--- src/rtl/mag_readout_pkg.sv ---
// mag_readout_pkg -- shared types and constants for the magnitude GPIO readout block.
//   state_e          : readout FSM state (idle / reading a snapshot)
//   Status*Bit/Lsb   : bit positions inside the gpioStatus word
//   SampleCountWidth : width of the wrapping sample counter reported in gpioStatus
package mag_readout_pkg;

   typedef enum logic [0:0] {
      StIdle    = 1'b0,
      StReading = 1'b1
   } state_e;

   localparam int unsigned StatusReadingBit = 0;
   localparam int unsigned StatusFreshBit   = 1;
   localparam int unsigned StatusValidBit   = 2;
   localparam int unsigned StatusCountLsb   = 16;

   localparam int unsigned SampleCountWidth = 16;

endpackage

--- src/rtl/mag_readout_gpio_if.sv ---
// mag_readout_gpio_if -- sample input and processor GPIO signals of mag_readout_gpio.
//   trimmedStrobe  : one-cycle sample-valid pulse
//   trimmed        : NUM_MAGS packed magnitudes, index 0 in the LSBs
//   gpioLatch      : processor snapshot request
//   gpioReadStrobe : processor word-advance pulse
//   gpioData       : current readout word (registered)
//   gpioStatus     : status word (registered)
// Modports: master = sample source / processor side, slave = readout block.
interface mag_readout_gpio_if #(
   parameter int unsigned GPIO_WIDTH = 32,
   parameter int unsigned NUM_MAGS   = 4,
   parameter int unsigned MAG_WIDTH  = 26
);

   logic                          trimmedStrobe;
   logic [MAG_WIDTH*NUM_MAGS-1:0] trimmed;
   logic                          gpioLatch;
   logic                          gpioReadStrobe;
   logic [GPIO_WIDTH-1:0]         gpioData;
   logic [GPIO_WIDTH-1:0]         gpioStatus;

   modport master (
      output trimmedStrobe, trimmed, gpioLatch, gpioReadStrobe,
      input  gpioData, gpioStatus
   );

   modport slave (
      input  trimmedStrobe, trimmed, gpioLatch, gpioReadStrobe,
      output gpioData, gpioStatus
   );

endinterface

--- src/rtl/mag_readout_word_sel.sv ---
// mag_readout_word_sel -- picks one readout word and zero-extends it to GPIO_WIDTH.
//   mags : packed magnitudes, index 0 in the LSBs
//   ts   : timestamp word, selected at index NUM_MAGS when HAS_TS is set
//   idx  : word index
//   word : selected word; out-of-range indices give 0
module mag_readout_word_sel #(
   parameter int unsigned GPIO_WIDTH = 32,
   parameter int unsigned NUM_MAGS   = 4,
   parameter int unsigned MAG_WIDTH  = 26,
   parameter bit          HAS_TS     = 1'b0,
   parameter int unsigned IDX_WIDTH  = 2
) (
   input  logic [MAG_WIDTH*NUM_MAGS-1:0] mags,
   input  logic [GPIO_WIDTH-1:0]         ts,
   input  logic [IDX_WIDTH-1:0]          idx,
   output logic [GPIO_WIDTH-1:0]         word
);

   always_comb begin
      word = '0;
      for (int i = 0; i < NUM_MAGS; i++) begin
         if (idx == IDX_WIDTH'(i)) begin
            word[MAG_WIDTH-1:0] = mags[i*MAG_WIDTH +: MAG_WIDTH];
         end
      end
      if (HAS_TS && (idx == IDX_WIDTH'(NUM_MAGS))) begin
         word = ts;
      end
   end

endmodule

--- src/rtl/mag_readout_gpio.sv ---
// mag_readout_gpio -- atomic processor readout of trimmed magnitude samples over GPIO.
// Every trimmedStrobe loads a shadow copy of the sample and bumps a 16-bit wrapping
// sample count. gpioLatch freezes the shadow into a snapshot that the processor then
// walks one word per gpioReadStrobe; new samples never disturb a readout in progress.
//   clk   : clock
//   rst_n : asynchronous active-low reset
//   bus   : mag_readout_gpio_if.slave (trimmedStrobe, trimmed, gpioLatch,
//           gpioReadStrobe in; gpioData, gpioStatus out)
// Build option MAG_READOUT_TIMESTAMP_EN: adds a free-running cycle counter captured
// with each sample and read back as an extra word after the magnitudes.
module mag_readout_gpio
   import mag_readout_pkg::*;
#(
   parameter int unsigned GPIO_WIDTH = 32,
   parameter int unsigned NUM_MAGS   = 4,
   parameter int unsigned MAG_WIDTH  = 26
) (
   input logic               clk,
   input logic               rst_n,
   mag_readout_gpio_if.slave bus
);

   localparam int unsigned TotWidth = MAG_WIDTH * NUM_MAGS;
`ifdef MAG_READOUT_TIMESTAMP_EN
   localparam bit          HasTs    = 1'b1;
`else
   localparam bit          HasTs    = 1'b0;
`endif
   localparam int unsigned NumWords = NUM_MAGS + (HasTs ? 1 : 0);
   localparam int unsigned IdxWidth = (NumWords > 1) ? $clog2(NumWords) : 1;
   localparam logic [IdxWidth-1:0] LastIdx = IdxWidth'(NumWords - 1);

   if (GPIO_WIDTH < 32) begin : g_err_gpio_width
      $error("mag_readout_gpio: GPIO_WIDTH must be at least 32");
   end
   if (MAG_WIDTH > GPIO_WIDTH) begin : g_err_mag_width
      $error("mag_readout_gpio: MAG_WIDTH must not exceed GPIO_WIDTH");
   end
   if (NUM_MAGS < 1) begin : g_err_num_mags
      $error("mag_readout_gpio: NUM_MAGS must be at least 1");
   end

   state_e                      state_q, state_next;
   logic [TotWidth-1:0]         shadow_q, shadow_next;
   logic [TotWidth-1:0]         snap_q;
   logic [SampleCountWidth-1:0] sample_cnt_q, sample_cnt_next;
   logic [SampleCountWidth-1:0] snap_cnt_q, snap_cnt_next;
   logic [IdxWidth-1:0]         idx_q, idx_next;
   logic                        fresh_q, fresh_next;
   logic                        valid_q, valid_next;
   logic [GPIO_WIDTH-1:0]       data_q;
   logic [GPIO_WIDTH-1:0]       status_q, status_next;

   logic                        load_data;
   logic [TotWidth-1:0]         sel_mags;
   logic [GPIO_WIDTH-1:0]       sel_ts;
   logic [IdxWidth-1:0]         sel_idx;
   logic [GPIO_WIDTH-1:0]       sel_word;

`ifdef MAG_READOUT_TIMESTAMP_EN
   logic [GPIO_WIDTH-1:0] ts_cnt_q;
   logic [GPIO_WIDTH-1:0] shadow_ts_q, shadow_ts_next;
   logic [GPIO_WIDTH-1:0] snap_ts_q;

   assign shadow_ts_next = bus.trimmedStrobe ? ts_cnt_q : shadow_ts_q;
   // A latch reads from the (possibly just-updated) shadow, otherwise the frozen snapshot.
   assign sel_ts         = bus.gpioLatch ? shadow_ts_next : snap_ts_q;

   always_ff @(posedge clk or negedge rst_n) begin
      if (!rst_n) begin
         ts_cnt_q    <= '0;
         shadow_ts_q <= '0;
         snap_ts_q   <= '0;
      end else begin
         ts_cnt_q    <= ts_cnt_q + GPIO_WIDTH'(1);
         shadow_ts_q <= shadow_ts_next;
         if (bus.gpioLatch) begin
            snap_ts_q <= shadow_ts_next;
         end
      end
   end
`else
   assign sel_ts = '0;
`endif

   always_comb begin
      shadow_next     = bus.trimmedStrobe ? bus.trimmed : shadow_q;
      sample_cnt_next = sample_cnt_q + SampleCountWidth'(bus.trimmedStrobe);

      state_next = state_q;
      idx_next   = idx_q;
      load_data  = 1'b0;
      sel_mags   = snap_q;
      sel_idx    = idx_q;

      // Latch wins over a simultaneous read strobe and is honoured in any state.
      if (bus.gpioLatch) begin
         state_next = StReading;
         idx_next   = '0;
         sel_mags   = shadow_next;
         sel_idx    = '0;
         load_data  = 1'b1;
      end else if ((state_q == StReading) && bus.gpioReadStrobe) begin
         if (idx_q == LastIdx) begin
            // Readout done: gpioData keeps showing the last word.
            state_next = StIdle;
            idx_next   = '0;
         end else begin
            idx_next  = idx_q + IdxWidth'(1);
            sel_idx   = idx_next;
            load_data = 1'b1;
         end
      end

      fresh_next    = !bus.gpioLatch && (fresh_q || bus.trimmedStrobe);
      valid_next    = valid_q || bus.trimmedStrobe;
      snap_cnt_next = bus.gpioLatch ? sample_cnt_next : snap_cnt_q;

      status_next                                       = '0;
      status_next[StatusReadingBit]                     = (state_next == StReading);
      status_next[StatusFreshBit]                       = fresh_next;
      status_next[StatusValidBit]                       = valid_next;
      status_next[StatusCountLsb +: SampleCountWidth]   = snap_cnt_next;
   end

   mag_readout_word_sel #(
      .GPIO_WIDTH (GPIO_WIDTH),
      .NUM_MAGS   (NUM_MAGS),
      .MAG_WIDTH  (MAG_WIDTH),
      .HAS_TS     (HasTs),
      .IDX_WIDTH  (IdxWidth)
   ) u_word_sel (
      .mags (sel_mags),
      .ts   (sel_ts),
      .idx  (sel_idx),
      .word (sel_word)
   );

   always_ff @(posedge clk or negedge rst_n) begin
      if (!rst_n) begin
         state_q      <= StIdle;
         shadow_q     <= '0;
         snap_q       <= '0;
         sample_cnt_q <= '0;
         snap_cnt_q   <= '0;
         idx_q        <= '0;
         fresh_q      <= 1'b0;
         valid_q      <= 1'b0;
         data_q       <= '0;
         status_q     <= '0;
      end else begin
         state_q      <= state_next;
         shadow_q     <= shadow_next;
         sample_cnt_q <= sample_cnt_next;
         snap_cnt_q   <= snap_cnt_next;
         idx_q        <= idx_next;
         fresh_q      <= fresh_next;
         valid_q      <= valid_next;
         status_q     <= status_next;
         if (bus.gpioLatch) begin
            snap_q <= shadow_next;
         end
         if (load_data) begin
            data_q <= sel_word;
         end
      end
   end

   assign bus.gpioData   = data_q;
   assign bus.gpioStatus = status_q;

endmodule

--- src/flat_wrapper.sv ---
// flat-port wrapper written by rule: the top's interface ports become plain ports
module mag_readout_gpio_flat import mag_readout_pkg::*;
#(
   parameter int unsigned GPIO_WIDTH = 32,
   parameter int unsigned NUM_MAGS   = 4,
   parameter int unsigned MAG_WIDTH  = 26
)
  (clk, rst_n, bus_trimmedStrobe, bus_trimmed, bus_gpioLatch, bus_gpioReadStrobe, bus_gpioData, bus_gpioStatus);
  mag_readout_gpio_if #(.GPIO_WIDTH(GPIO_WIDTH), .NUM_MAGS(NUM_MAGS), .MAG_WIDTH(MAG_WIDTH)) bus_i ();
  input logic clk;
  input logic rst_n;
  input wire logic [$bits(bus_i.trimmedStrobe)-1:0] bus_trimmedStrobe;
  input wire logic [$bits(bus_i.trimmed)-1:0] bus_trimmed;
  input wire logic [$bits(bus_i.gpioLatch)-1:0] bus_gpioLatch;
  input wire logic [$bits(bus_i.gpioReadStrobe)-1:0] bus_gpioReadStrobe;
  output wire logic [$bits(bus_i.gpioData)-1:0] bus_gpioData;
  output wire logic [$bits(bus_i.gpioStatus)-1:0] bus_gpioStatus;
  assign bus_i.trimmedStrobe = bus_trimmedStrobe;
  assign bus_i.trimmed = bus_trimmed;
  assign bus_i.gpioLatch = bus_gpioLatch;
  assign bus_i.gpioReadStrobe = bus_gpioReadStrobe;
  assign bus_gpioData = bus_i.gpioData;
  assign bus_gpioStatus = bus_i.gpioStatus;
  mag_readout_gpio #(.GPIO_WIDTH(GPIO_WIDTH), .NUM_MAGS(NUM_MAGS), .MAG_WIDTH(MAG_WIDTH)) u_core (.clk(clk), .rst_n(rst_n), .bus(bus_i));
endmodule
--- config.mk ---
export PLATFORM = sky130hd
export DESIGN_NAME = mag_readout_gpio_flat
export DESIGN_NICKNAME = d
export VERILOG_FILES = /design/src/rtl/mag_readout_pkg.sv /design/src/rtl/mag_readout_gpio_if.sv /design/src/rtl/mag_readout_word_sel.sv /design/src/rtl/mag_readout_gpio.sv /design/src/flat_wrapper.sv
export SDC_FILE = /design/constraint.sdc
export NUM_CORES = 1
export LEC_CHECK = 0
export CAP_MARGIN = 20
export CORE_UTILIZATION = 35
export CTS_BUF_LIST = sky130_fd_sc_hd__clkbuf_8 sky130_fd_sc_hd__clkbuf_16
export DETAILED_ROUTE_END_ITERATION = 10
export PLACE_DENSITY_LB_ADDON = 0.2
export SKIP_CTS_REPAIR_TIMING = 1
export SLEW_MARGIN = 20
export SYNTH_ARGS = -nofsm -noshare
export SYNTH_HDL_FRONTEND = slang
export SYNTH_SLANG_ARGS = --single-unit
--- constraint.sdc ---
create_clock -name clk -period 4 [get_ports clk]
set_input_delay 0.6 -clock clk [delete_from_list [all_inputs] [get_ports clk]]
set_output_delay 0.6 -clock clk [all_outputs]
set_load 0.02 [all_outputs]
After elaboration in Yosys (flattened, before gate mapping)
Cells that the tools add are included.

Flip-flop bits (word level): 290. Input port bits: 109. Output and inout port bits: 64. Logic and storage cells: 42.

$add $sub $neg: 2. Eq/ne operators: 4. Mux-type cells: 19. Reduce and logical (&&, ||, !) cells: 7.

Operators by type and width (count): two-way mux 104 bit (2); two-way mux 26 bit (4); adder 16 x 1 -> 16 bit (1); two-way mux 16 bit (1); two-way mux 2 bit (6); == test 2 bit, second input constant (3); two-way mux 1 bit (6); adder 2 x 1 -> 2 bit, second input constant (1); == test 2 x 1 -> 1 bit, second input constant (1); logical AND 1 bit (2); logical NOT 2 bit (1); logical OR 1 bit (2); nonzero test 2 bit (1); logical NOT 1 bit (1).

Depth between registers and ports, before layout
Gate-level depths: netlist of run 1.

Depth after elaboration: 9. Depth in mapped cells: 8. Depth with buffers taken out: 6.

Hierarchy
From an unflattened synthesis of run 1, not the netlist that was laid out.

Cells, all modules: 718. Area total of the unflattened synthesis: 11398.4 sq um.

Modules (own cells, without submodules): mag_readout_gpio (times used 1, cells an instance 679, area each 10675.2 sq um, sequential area each 6931.6 sq um); mag_readout_word_sel (times used 1, cells an instance 39, area each 723.2 sq um, sequential area each 0.0 sq um).

Least setup slack after synthesis of run 1
OpenSTA, ideal clock, no wires.

Path type: input -> register. Start point: input bus_trimmedStrobe. End point: register u_core.snap_cnt_q[14]. Setup time: 0.128 ns. Arrival time: 1.867 ns. Required time: 3.872 ns. Setup slack: 2.005 ns. Stages: 7. Path buffers: 1. Cells stage by stage: ha_1 ha_1 clkbuf_1 nand2_1 nor4_1 xor2_1 mux2_1.

Word-level cells in the longest chain between the ends: 2.

RTL lines: start, declared (line flat_wrapper.sv:12) `input wire logic [$bits(bus_i.trimmedStrobe)-1:0] bus_trimmedStrobe;`; adder 16 x 1 -> 16 bit (line mag_readout_gpio.sv:88) `sample_cnt_next = sample_cnt_q + SampleCountWidth'(bus.trimmedStrobe);`; net u_core.sample_cnt_next[14] (line mag_readout_gpio.sv:46) `logic [SampleCountWidth-1:0] sample_cnt_q, sample_cnt_next;`; two-way mux 16 bit (line mag_readout_gpio.sv:117) `snap_cnt_next = bus.gpioLatch ? sample_cnt_next : snap_cnt_q;`; end signal, assigned (line mag_readout_gpio.sv:155) `snap_cnt_q <= snap_cnt_next;`; end, declared (line mag_readout_gpio.sv:47) `logic [SampleCountWidth-1:0] snap_cnt_q, snap_cnt_next;`.

The timed path passes the listed nets, and every way through them passes these cells. A chain may end at the register's enable or synchronous reset.

Final worst setup path of run 1
Start point: register u_core.idx_q[1]. End point: register u_core.data_q[23], in the netlist u_core.bus.gpioData[23].

Word-level cells in the longest chain between the ends: 9. Elaborated cells between the ends (all ways): 16. Classes of those cells: add/sub: 1; eq/ne: 4; mux: 10; reduce/logical: 1.

RTL lines: start, declared (line mag_readout_gpio.sv:48) `logic [IdxWidth-1:0] idx_q, idx_next;`; start signal, assigned (line mag_readout_gpio.sv:156) `idx_q <= idx_next;`; adder 2 x 1 -> 2 bit / == test 2 bit (equally long branches) (line mag_readout_gpio.sv:109, mag_readout_gpio.sv:104); two-way mux 2 bit (line mag_readout_gpio.sv:104) `if (idx_q == LastIdx) begin`; two-way mux 2 bit (line mag_readout_gpio.sv:103) `end else if ((state_q == StReading) && bus.gpioReadStrobe) begin`; two-way mux 2 bit (line mag_readout_gpio.sv:97) `if (bus.gpioLatch) begin`; logical NOT 2 bit (line mag_readout_word_sel.sv:22) `if (idx == IDX_WIDTH'(i)) begin`; two-way mux 26 bit (4 in series) (line mag_readout_word_sel.sv:22); end signal, assigned (line mag_readout_gpio.sv:164) `data_q <= sel_word;`; end, declared (line mag_readout_gpio.sv:51) `logic [GPIO_WIDTH-1:0] data_q;`.

Several ways; a longest one is shown, not always the timed one.

==> impl_metrics.tcl, run 1 <==
set metrics [dict create \
    slew_violations 0 \
    fill_cells 2924 \
    drc 0 \
    rsz0062_at_grt "no" \
    switching_share_pct 26.2 \
    grt_usage_pct 15.9 \
    p_sw_mw 1.90 \
    num_io_pins 173 \
    htreeDepth 1 \
    cts_tree "built" \
    synth.distinct_cells 34 \
    r2r_start "u_core.idx_q[1]" \
    clkPwrFrac_pct 37.6 \
    slew_headroom_pct 34.9 \
    seqPwrFrac_pct 45.4 \
    r2r_end "u_core.bus.gpioData[23]" \
    multi_input_area_sq_um 4090 \
    num_vias 6682 \
    hp-class "primary input to async pin" \
    yosys_warnings 0 \
    finalClockSkew_ns 0.0128 \
    period_needed_ns 2.73 \
    fin_util_pct 44.3 \
    ir_drop_mv 0.325 \
    syn_avg_cell_area_sq_um 13.4 \
    start_kind "register" \
    diodes 0 \
    cp.arrival_ns 3.19 \
    cts_made_buffers 29 \
    critPathSlowestCell "a211o_2" \
    worstPathCellList "inv_1 > ha_1 > a211o_2 > a21oi_1 > a211oi_2" \
    p_int_mw 5.35 \
    rows 65 \
    portBuffers 153 \
    ff2ff_path_depth 5 \
    drt_iter0_drc 356 \
    cts.path.max_buffers 3 \
    cts.sinks 271 \
    drive_gt1_share_pct 22.7 \
    root_buffer "clkbuf_16" \
    grt_remaining_overflow 0 \
    grt_pass1_vias 6863 \
    worstMarginPinSlew_ns 0.977 \
    p_leak_nw 5.99 \
    crit_buf_inv 1 \
    initial_core_util_pct 35.6 \
    dieArea_sq_um 32900 \
    grt_antenna_before_repair 0 \
    wl_mm 25.7 \
    path_max_fanout 52 \
    path_delay_family "compound AO/OA/AOI/OAI gates" \
    hold_viol 0 \
    syn_area_sq_um 11300 \
    gp_congestion 0.737 \
    whs_ns 0.0636 \
    nNetsFinal 1092 \
    die_w_um 181 \
    ys_seq_elements 271 \
    power_frac_comb_pct 17.0 \
    tns_ns 0 \
    regArea_sq_um 6780 \
    grt_max_degree 98 \
    fin_crit_sh_pct 68.3 \
    dpl.hpwl_mm 17.1 \
    worst-setup-path-type "register to register" \
    syn_inst 844 \
    grt_pass1_wl_mm 40.9 \
    cpPeakStageDelay_ns 0.90 \
    totalPowerFinal_mw 7.25 \
    yosysSeqAreaShare_pct 60.2 \
    ant_nets 0 \
    areaGrowthSynthToFinish_pct 24.4 \
    max_freq_ghz 0.366 \
    cp-end-kind "register" \
    reg2reg_setup_slack_ns 1.27 \
    drt-pass1-iter-count 4 \
    pwr_density_cell_nw_per_um2 517 \
    clk_latency_ns 0.54 \
    routed_via_density 4.77 \
    core_sq_um 31600 \
    cp.required_ns 4.46 \
    die_y_um 181 \
    wire_per_inst_um 18.3 \
    setup_viol 0 \
    clk_pin_slew_worst_paths_ns 0.06 \
    status "completed" \
    drv_cap 0 \
]
cells by family after synthesis:
family,count (synthesis),share of synthesized area (%)
AO/OA/AOI/OAI,110,7.49
XOR/XNOR,14,1.09
adder cells (fa/ha/maj),5,0.555
buffers and inverters,81,4.25
flip-flops,271,60.2
multiplexers,200,20.0
other,1,0.0333
AND/OR/NAND/NOR,162,6.46
cell type report:
cell class                      count  area share, %
Tap cell                          402           3.59
Timing Repair Buffer              162           11.8
Multi-Input combinational cell    510           29.2
Clock buffer                       36           5.86
Sequential cell                   271           48.4
Inverter                            4          0.107
Clock inverter                     17           1.13
power by group through the flow:
| stage | combinational (mW) | clock [mW] | sequential, mW |
|---|---|---|---|
| final | 1.23 | 2.72 | 3.29 |
| after global placement | 1.24 | 0 | 3.34 |
| after detailed placement | 1.25 | 0 | 3.35 |
| after floorplan | 0.640 | 0 | 3.40 |
| after CTS | 1.26 | 2.80 | 3.30 |
| after global routing | 1.35 | 2.91 | 3.34 |
worst max path at each step:
| stage | start | endpoint | slack [ns] | depth (start not counted) |
|---|---|---|---|---|
| after floorplan | bus_trimmedStrobe | u_core.snap_cnt_q[14] | 2.01 | 7 |
| after global placement | bus_gpioReadStrobe | u_core.bus.gpioData[2] | 1.20 | 5 |
| after detailed placement | bus_gpioReadStrobe | u_core.bus.gpioData[9] | 1.09 | 5 |
| after CTS | u_core.idx_q[1] | u_core.bus.gpioData[9] | 1.26 | 5 |
| after global routing | u_core.idx_q[1] | u_core.bus.gpioData[25] | 1.01 | 5 |
| final | u_core.idx_q[1] | u_core.bus.gpioData[23] | 1.27 | 5 |
placed cells by master, fill, tap and decap left out, types with 9 or more instances in the layout:
cell and instances:
nor2_1 32, a21oi_1 53, clkdlybuf4s50_1 150, clkbuf_16 29, nand2b_1 26, conb_1 19, nand2_1 82, mux2_2 141
mux2_1 57, a211oi_2 20, dfrtp_1 271, inv_1 9, o2111ai_1 26
stage by stage:
stage	area [sq um]	setup WS, ns	std cells
floorplan	11300	2.01	862
global placement	13000	1.20	1349
detailed placement	13000	1.09	1349
CTS	14000	1.26	1402
global route	14000	1.01	1402
finish	14000	1.27	1402
sequential cells by signal (all words and copies together), names as in the netlist:
name                   count
u_core.shadow_q          104
u_core.snap_q            104
u_core.bus.gpioData       26
u_core.sample_cnt_q       16
u_core.snap_cnt_q         15
u_core.bus.gpioStatus      4
u_core.idx_q               2
per-layer routing:
metal | GRT usage [%] | vias to the layer above | share of wire (%)
met3 | 2.59 | 30 | 4.6
met5 | 0 | - | 0
met2 | 24.2 | 131 | 45
met4 | 3.32 | 0 | 1.6
li1 | - | 3191 | -
met1 | 23.7 | 3330 | 49
synthesized netlist by cell type:
master	instances	share of area [%]
a211oi_1	6	0.40
nand3_1	4	0.18
inv_1	3	0.10
mux2_1	57	5.7
a211o_1	1	0.078
and3_1	2	0.11
mux2_2	141	14
xor2_1	6	0.47
nor2_2	1	0.056
dfrtp_1	271	60
buf_4	24	1.6
mux2i_1	2	0.18
a21oi_1	53	2.4
nand2b_1	26	1.4
xnor2_1	8	0.62
buf_2	32	1.4
buf_1	1	0.033
o2111ai_1	26	2.0
nand2_1	82	2.7
buf_6	6	0.60
a21o_1	2	0.13
clkbuf_1	14	0.47
nor2_1	32	1.1
a211oi_2	20	2.2
nor4_1	4	0.22
and2_4	1	0.078
a31oi_2	1	0.11
ha_1	5	0.56
and4_1	1	0.078
a211oi_4	1	0.18
or2_2	1	0.056
conb_1	1	0.033
inv_2	1	0.033
nand4_1	8	0.44
Power figures use the tool's default switching activity.
==> run 2: changes to the inputs <==
==> constraint.sdc (replaced) <==
create_clock -name clk -period 2.7 [get_ports clk]
set_input_delay 0.405 -clock clk [delete_from_list [all_inputs] [get_ports clk]]
set_output_delay 0.405 -clock clk [all_outputs]
set_load 0.02 [all_outputs]
==> impl_metrics.tcl, run 2 (synthesis gave the netlist of run 1 again) <==
set metrics [dict create \
    status "completed" \
    routed_via_density 4.78 \
    start_kind "register" \
    fill_cells 2868 \
    wl_met3_mm 1.61 \
    placed_cells 1369 \
    cts.path.max_buffers 3 \
    wl_met2_mm 11.1 \
    final_cell_mix "dfrtp_1 (271), clkdlybuf4s50_1 (150), mux2_2 (141), nand2_1 (82), mux2_1 (57)" \
    drive_gt1_share_pct 23.6 \
    p_leak_nw 6.08 \
    power_frac_comb_pct 17.5 \
    pwr_density_cell_nw_per_um2 751 \
    die_w_um 181 \
    max_freq_ghz 0.503 \
    cpPeakStageDelay_ns 0.65 \
    worstPathCellList "clkdlybuf4s50_1" \
    path_max_fanout 4 \
    switching_share_pct 25.7 \
    drt-pass1-iter-count 4 \
    wire_per_inst_um 18.2 \
    hold_viol 0 \
    highest_layer "met4" \
    gp_congestion 0.742 \
    final_common_cell "dfrtp_1" \
    diodes 0 \
    wl_mm 25.8 \
    ir_drop_mv 0.521 \
    dpl.hpwl_mm 18.1 \
    drv_cap 0 \
    grt_pass1_vias 6959 \
    p_sw_mw 2.74 \
    critPathSlowestCell "clkdlybuf4s50_1" \
    cp-end-kind "output port" \
    period_needed_ns 1.99 \
    drt_iter0_drc 349 \
    cts_made_buffers 29 \
    finalClockSkew_ns 0.0268 \
    cp.arrival_ns 1.58 \
    portBuffers 153 \
    grt_pass1_wl_mm 41.5 \
    drc 0 \
    cts_tree "built" \
    clkPwrFrac_pct 36.6 \
    setup_viol 0 \
    seqPwrFrac_pct 45.9 \
    hp-class "primary input to register" \
    nNetsFinal 1113 \
    cp.required_ns 2.30 \
    areaGrowthSynthToFinish_pct 25.7 \
    dieArea_sq_um 32900 \
    num_vias 6777 \
    worstMarginPinSlew_ns 0.550 \
    rsz0062_at_grt "no" \
    path_delay_family "buffers and inverters" \
    grt_usage_pct 16.1 \
    initial_core_util_pct 35.6 \
    clk_latency_ns 0.54 \
    cts.sinks 271 \
    grt_remaining_overflow 0 \
    slew_headroom_pct 63.3 \
    grt_max_degree 67 \
    tns_ns 0 \
    grt_antenna_before_repair 1 \
    core_sq_um 31600 \
    slew_violations 0 \
    die_y_um 181 \
    root_buffer "clkbuf_16" \
    wl_met1_mm 12.7 \
    fin_crit_sh_pct 73.7 \
    p_int_mw 7.91 \
    rows 65 \
    fin_cells 1419 \
    clk_pin_slew_worst_paths_ns 0.06 \
    ant_nets 0 \
    htreeDepth 1 \
    crit_buf_inv 1 \
    worst-setup-path-type "register to output port" \
    num_io_pins 173 \
]
==> run 2: changes by cell type in the layout (fill, tap and decap cells not counted) <==
cell,change
clkbuf_8,-1
dlygate4sd3_1,+1
clkinv_2,-5
buf_4,+18
inv_6,-1
inv_1,+3
buf_12,+2
==> run 2: worst paths after layout <==
check                      slack, ns                 endpoint  cells past startpoint                     start
max                             0.71        bus_gpioStatus[0]                      1  u_core.bus.gpioStatus[0]
min                             0.23          u_core.idx_q[1]                      2             bus_gpioLatch
max reg2reg                     0.73  u_core.bus.gpioData[19]                      8           u_core.idx_q[1]
min reg2reg                     0.46  u_core.sample_cnt_q[15]                      1   u_core.sample_cnt_q[15]
max in group asynchronous       1.47   u_core.sample_cnt_q[4]                      3                     rst_n
min in group asynchronous       0.42        u_core.snap_q[38]                      2                     rst_n
==> run 2: power by group through the flow <==
| stage | clock network [mW] | registers (mW) | logic, mW |
|---|---|---|---|
| 2_1_floorplan | 0 | 5.04 | 0.948 |
| 3_3_place_gp | 0 | 4.95 | 1.87 |
| 3_5_place_dp | 0 | 4.96 | 1.88 |
| 4_1_cts | 4.02 | 4.89 | 1.89 |
| 5_1_grt | 4.20 | 4.95 | 2.03 |
| 6_report | 3.90 | 4.89 | 1.86 |
==> run 2: metal layers <==
metal	up-vias	global-route usage [%]
li1	3234	-
met1	3346	25.1
met2	169	23.3
met3	28	2.43
met4	0	3.90
met5	-	0
==> run 2: per-stage QoR <==
| step | utilization (%) | setup WS, ns | total power, mW | hold slack [ns] | cell area (sq um) |
|---|---|---|---|---|---|
| finish | 44.8 | 0.711 | 10.6 | 0.226 | 14200 |
| global route | 44.8 | 0.548 | 11.2 | 0.226 | 14200 |
| CTS | 44.8 | 0.677 | 10.8 | -0.173 | 14200 |
| detailed placement | 41.8 | 0.459 | 6.85 | 0.408 | 13200 |
| global placement | 41.8 | 0.509 | 6.82 | 0.410 | 13200 |
| floorplan | - | 0.900 | 5.99 | 0.109 | 11300 |
==> run 2: cell type report <==
cell class / count / area, sq um / share of cell area, %
tap: 402 / 503 / 3.55
inverter: 4 / 15.0 / 0.106
clock inverter: 14 / 136 / 0.962
clock buffer: 35 / 808 / 5.70
multi-input combinational: 510 / 4090 / 28.9
timing repair buffer: 183 / 1840 / 13.0
sequential: 271 / 6780 / 47.9
==> run 3: changes to the inputs <==
==> constraint.sdc (replaced) <==
create_clock -name clk -period 1.75 [get_ports clk]
set_input_delay 0.2625 -clock clk [delete_from_list [all_inputs] [get_ports clk]]
set_output_delay 0.2625 -clock clk [all_outputs]
set_load 0.02 [all_outputs]
==> impl_metrics.tcl, run 3 (synthesis gave the netlist of run 1 again) <==
set metrics [dict create \
    status "completed" \
    drive_gt1_share_pct 25.2 \
    worst_path_most_repeated_cell "buf_4" \
    hold_viol 0 \
    wl_mm 26.7 \
    die_w_um 181 \
    period_needed_ns 1.64 \
    fill_cells 2864 \
    drt_iter0_drc 352 \
    postPlaceCellArea_sq_um 13500 \
    drc 0 \
    crit_buf_inv 3 \
    routed_via_density 4.85 \
    clk_pin_slew_worst_paths_ns 0.06 \
    grt_busiest_layer "met1" \
    ff2ff_path_depth 7 \
    whs_ns 0.0904 \
    whs_endpoint "u_core.sample_cnt_q[0]" \
    grt_remaining_overflow 0 \
    p_leak_nw 6.68 \
    grt_usage_pct 16.5 \
    grt_use_met1_pct 24.7 \
    hp-class "primary input to register" \
    portBuffers 153 \
    grt_max_degree 61 \
    clk_latency_ns 0.55 \
    start_kind "register" \
    gp_congestion 0.718 \
    slew_violations 0 \
    whs_path_depth 2 \
    path_delay_family "compound AO/OA/AOI/OAI gates" \
    num_vias 6972 \
    rsz0062_at_grt "yes" \
    worstPathCellList "ha_1 > inv_2 > buf_4 > a31oi_4 > buf_4 > a21oi_1 > a211oi_1" \
    setup_viol 0 \
    areaGrowthSynthToFinish_pct 29.0 \
    final_common_cell "dfrtp_1" \
    reg2reg_setup_slack_ns 0.11 \
    finalClockSkew_ns 0.0147 \
    cpPeakStageDelay_ns 0.39 \
    pwr_density_cell_nw_per_um2 1130 \
    dpl.hpwl_mm 18.6 \
    nNetsFinal 1128 \
    met3_usage_pct 2.65 \
    dieArea_sq_um 32900 \
    core_sq_um 31600 \
    wire_per_inst_um 18.6 \
    path_max_fanout 10 \
    fin_cells 1437 \
    ir_drop_mv 0.756 \
    drt-pass1-iter-count 4 \
    num_io_pins 173 \
    die_y_um 181 \
    worst-setup-path-type "register to register" \
    cp.required_ns 2.20 \
    root_buffer "clkbuf_16" \
    fin_crit_sh_pct 93.9 \
    switching_share_pct 26.3 \
    grt_pass1_wl_mm 42.3 \
    ant_nets 0 \
    cts_made_buffers 29 \
    clkPwrFrac_pct 36.0 \
    grt_pass1_vias 7224 \
    initial_core_util_pct 35.6 \
    max_freq_ghz 0.608 \
    slew_headroom_pct 62.8 \
    rows 65 \
    hold_start "bus_trimmedStrobe" \
    final_area_sq_um 14500 \
    regArea_sq_um 6780 \
    use_met2_pct 24.4 \
    cp.arrival_ns 2.09 \
    critPathSlowestCell "dfrtp_1" \
    worstMarginPinSlew_ns 0.559 \
    r2r_start "u_core.idx_q[1]" \
    placed_cells 1384 \
    cts.path.max_buffers 3 \
    power_frac_comb_pct 18.1 \
    p_sw_mw 4.32 \
    p_int_mw 12.1 \
    final_cell_mix "dfrtp_1 (270), mux2_2 (141), clkdlybuf4s50_1 (105), nand2_1 (82), mux2_1 (57)" \
    grt_antenna_before_repair 3 \
    multi_input_area_sq_um 4100 \
    seqPwrFrac_pct 45.9 \
    cts_tree "built" \
    cts.sinks 271 \
    htreeDepth 1 \
    drv_cap 0 \
    fin_util_pct 46.0 \
    cp-end-kind "register" \
    r2r_end "u_core.bus.gpioData[0]" \
]
-- run 3: changes by cell type in the layout (fill, tap and decap cells not counted), sizes merged --
| cell | before | now |
|---|---|---|
| buf | 32 | 47 |
| clkbuf | 35 | 34 |
| clkdlybuf4s50 | 150 | 105 |
| diode | 0 | 2 |
| dlymetal6s2s | 0 | 45 |
| inv | 13 | 14 |
| clkinv | 1 | 3 |
| bufinv | 3 | 2 |
-- run 3: layout make-up --
cell class	count	area share [%]
Clock inverter	16	0.861
Timing Repair Buffer	198	15.2
Clock buffer	34	5.46
Inverter	4	0.103
Antenna cell	2	0.0344
Sequential cell	271	46.6
Tap cell	402	3.46
Multi-Input combinational cell	510	28.2
-- run 3: worst max path at each step --
| stage | startpoint | end | slack (ns) | depth (start not counted) |
|---|---|---|---|---|
| after floorplan | u_core.sample_cnt_q[0] | u_core.snap_cnt_q[14] | 0.05 | 7 |
| after global placement | bus_gpioReadStrobe | u_core.bus.gpioData[6] | -0.11 | 6 |
| after detailed placement | bus_gpioReadStrobe | u_core.bus.gpioData[1] | -0.17 | 6 |
| after CTS | u_core.bus.gpioStatus[0] | bus_gpioStatus[0] | -0.17 | 1 |
| after global routing | u_core.sample_cnt_q[2] | u_core.snap_cnt_q[11] | -0.003 | 4 |
| final | u_core.idx_q[1] | u_core.bus.gpioData[0] | 0.11 | 7 |
-- run 3: power by group through the flow --
stage                     combinational (mW)  sequential, mW  clock, mW
after floorplan                         1.46            7.78          0
after global placement                  3.01            7.63          0
after detailed placement                3.03            7.65          0
after CTS                               3.05            7.54       6.07
after global routing                    3.23            7.63       6.32
final                                   2.96            7.52       5.91
-- run 3: layer usage --
layer / routed length [um] / vias up
met1: 13400 / 3510
met4: 504 / 0
li1: - / 3276
met3: 1110 / 36
met5: 0 / -
met2: 11700 / 150
-- run 3: stage by stage --
stage                     setup WS, ns  TNS (ns)  total power, mW
after global placement          -0.109     -2.42             10.6
after detailed placement        -0.170     -2.91             10.7
after CTS                       -0.168     -2.95             16.7
final                            0.106         0             16.4
after floorplan                 0.0467         0             9.24
after global routing          -0.00342  -0.00473             17.2
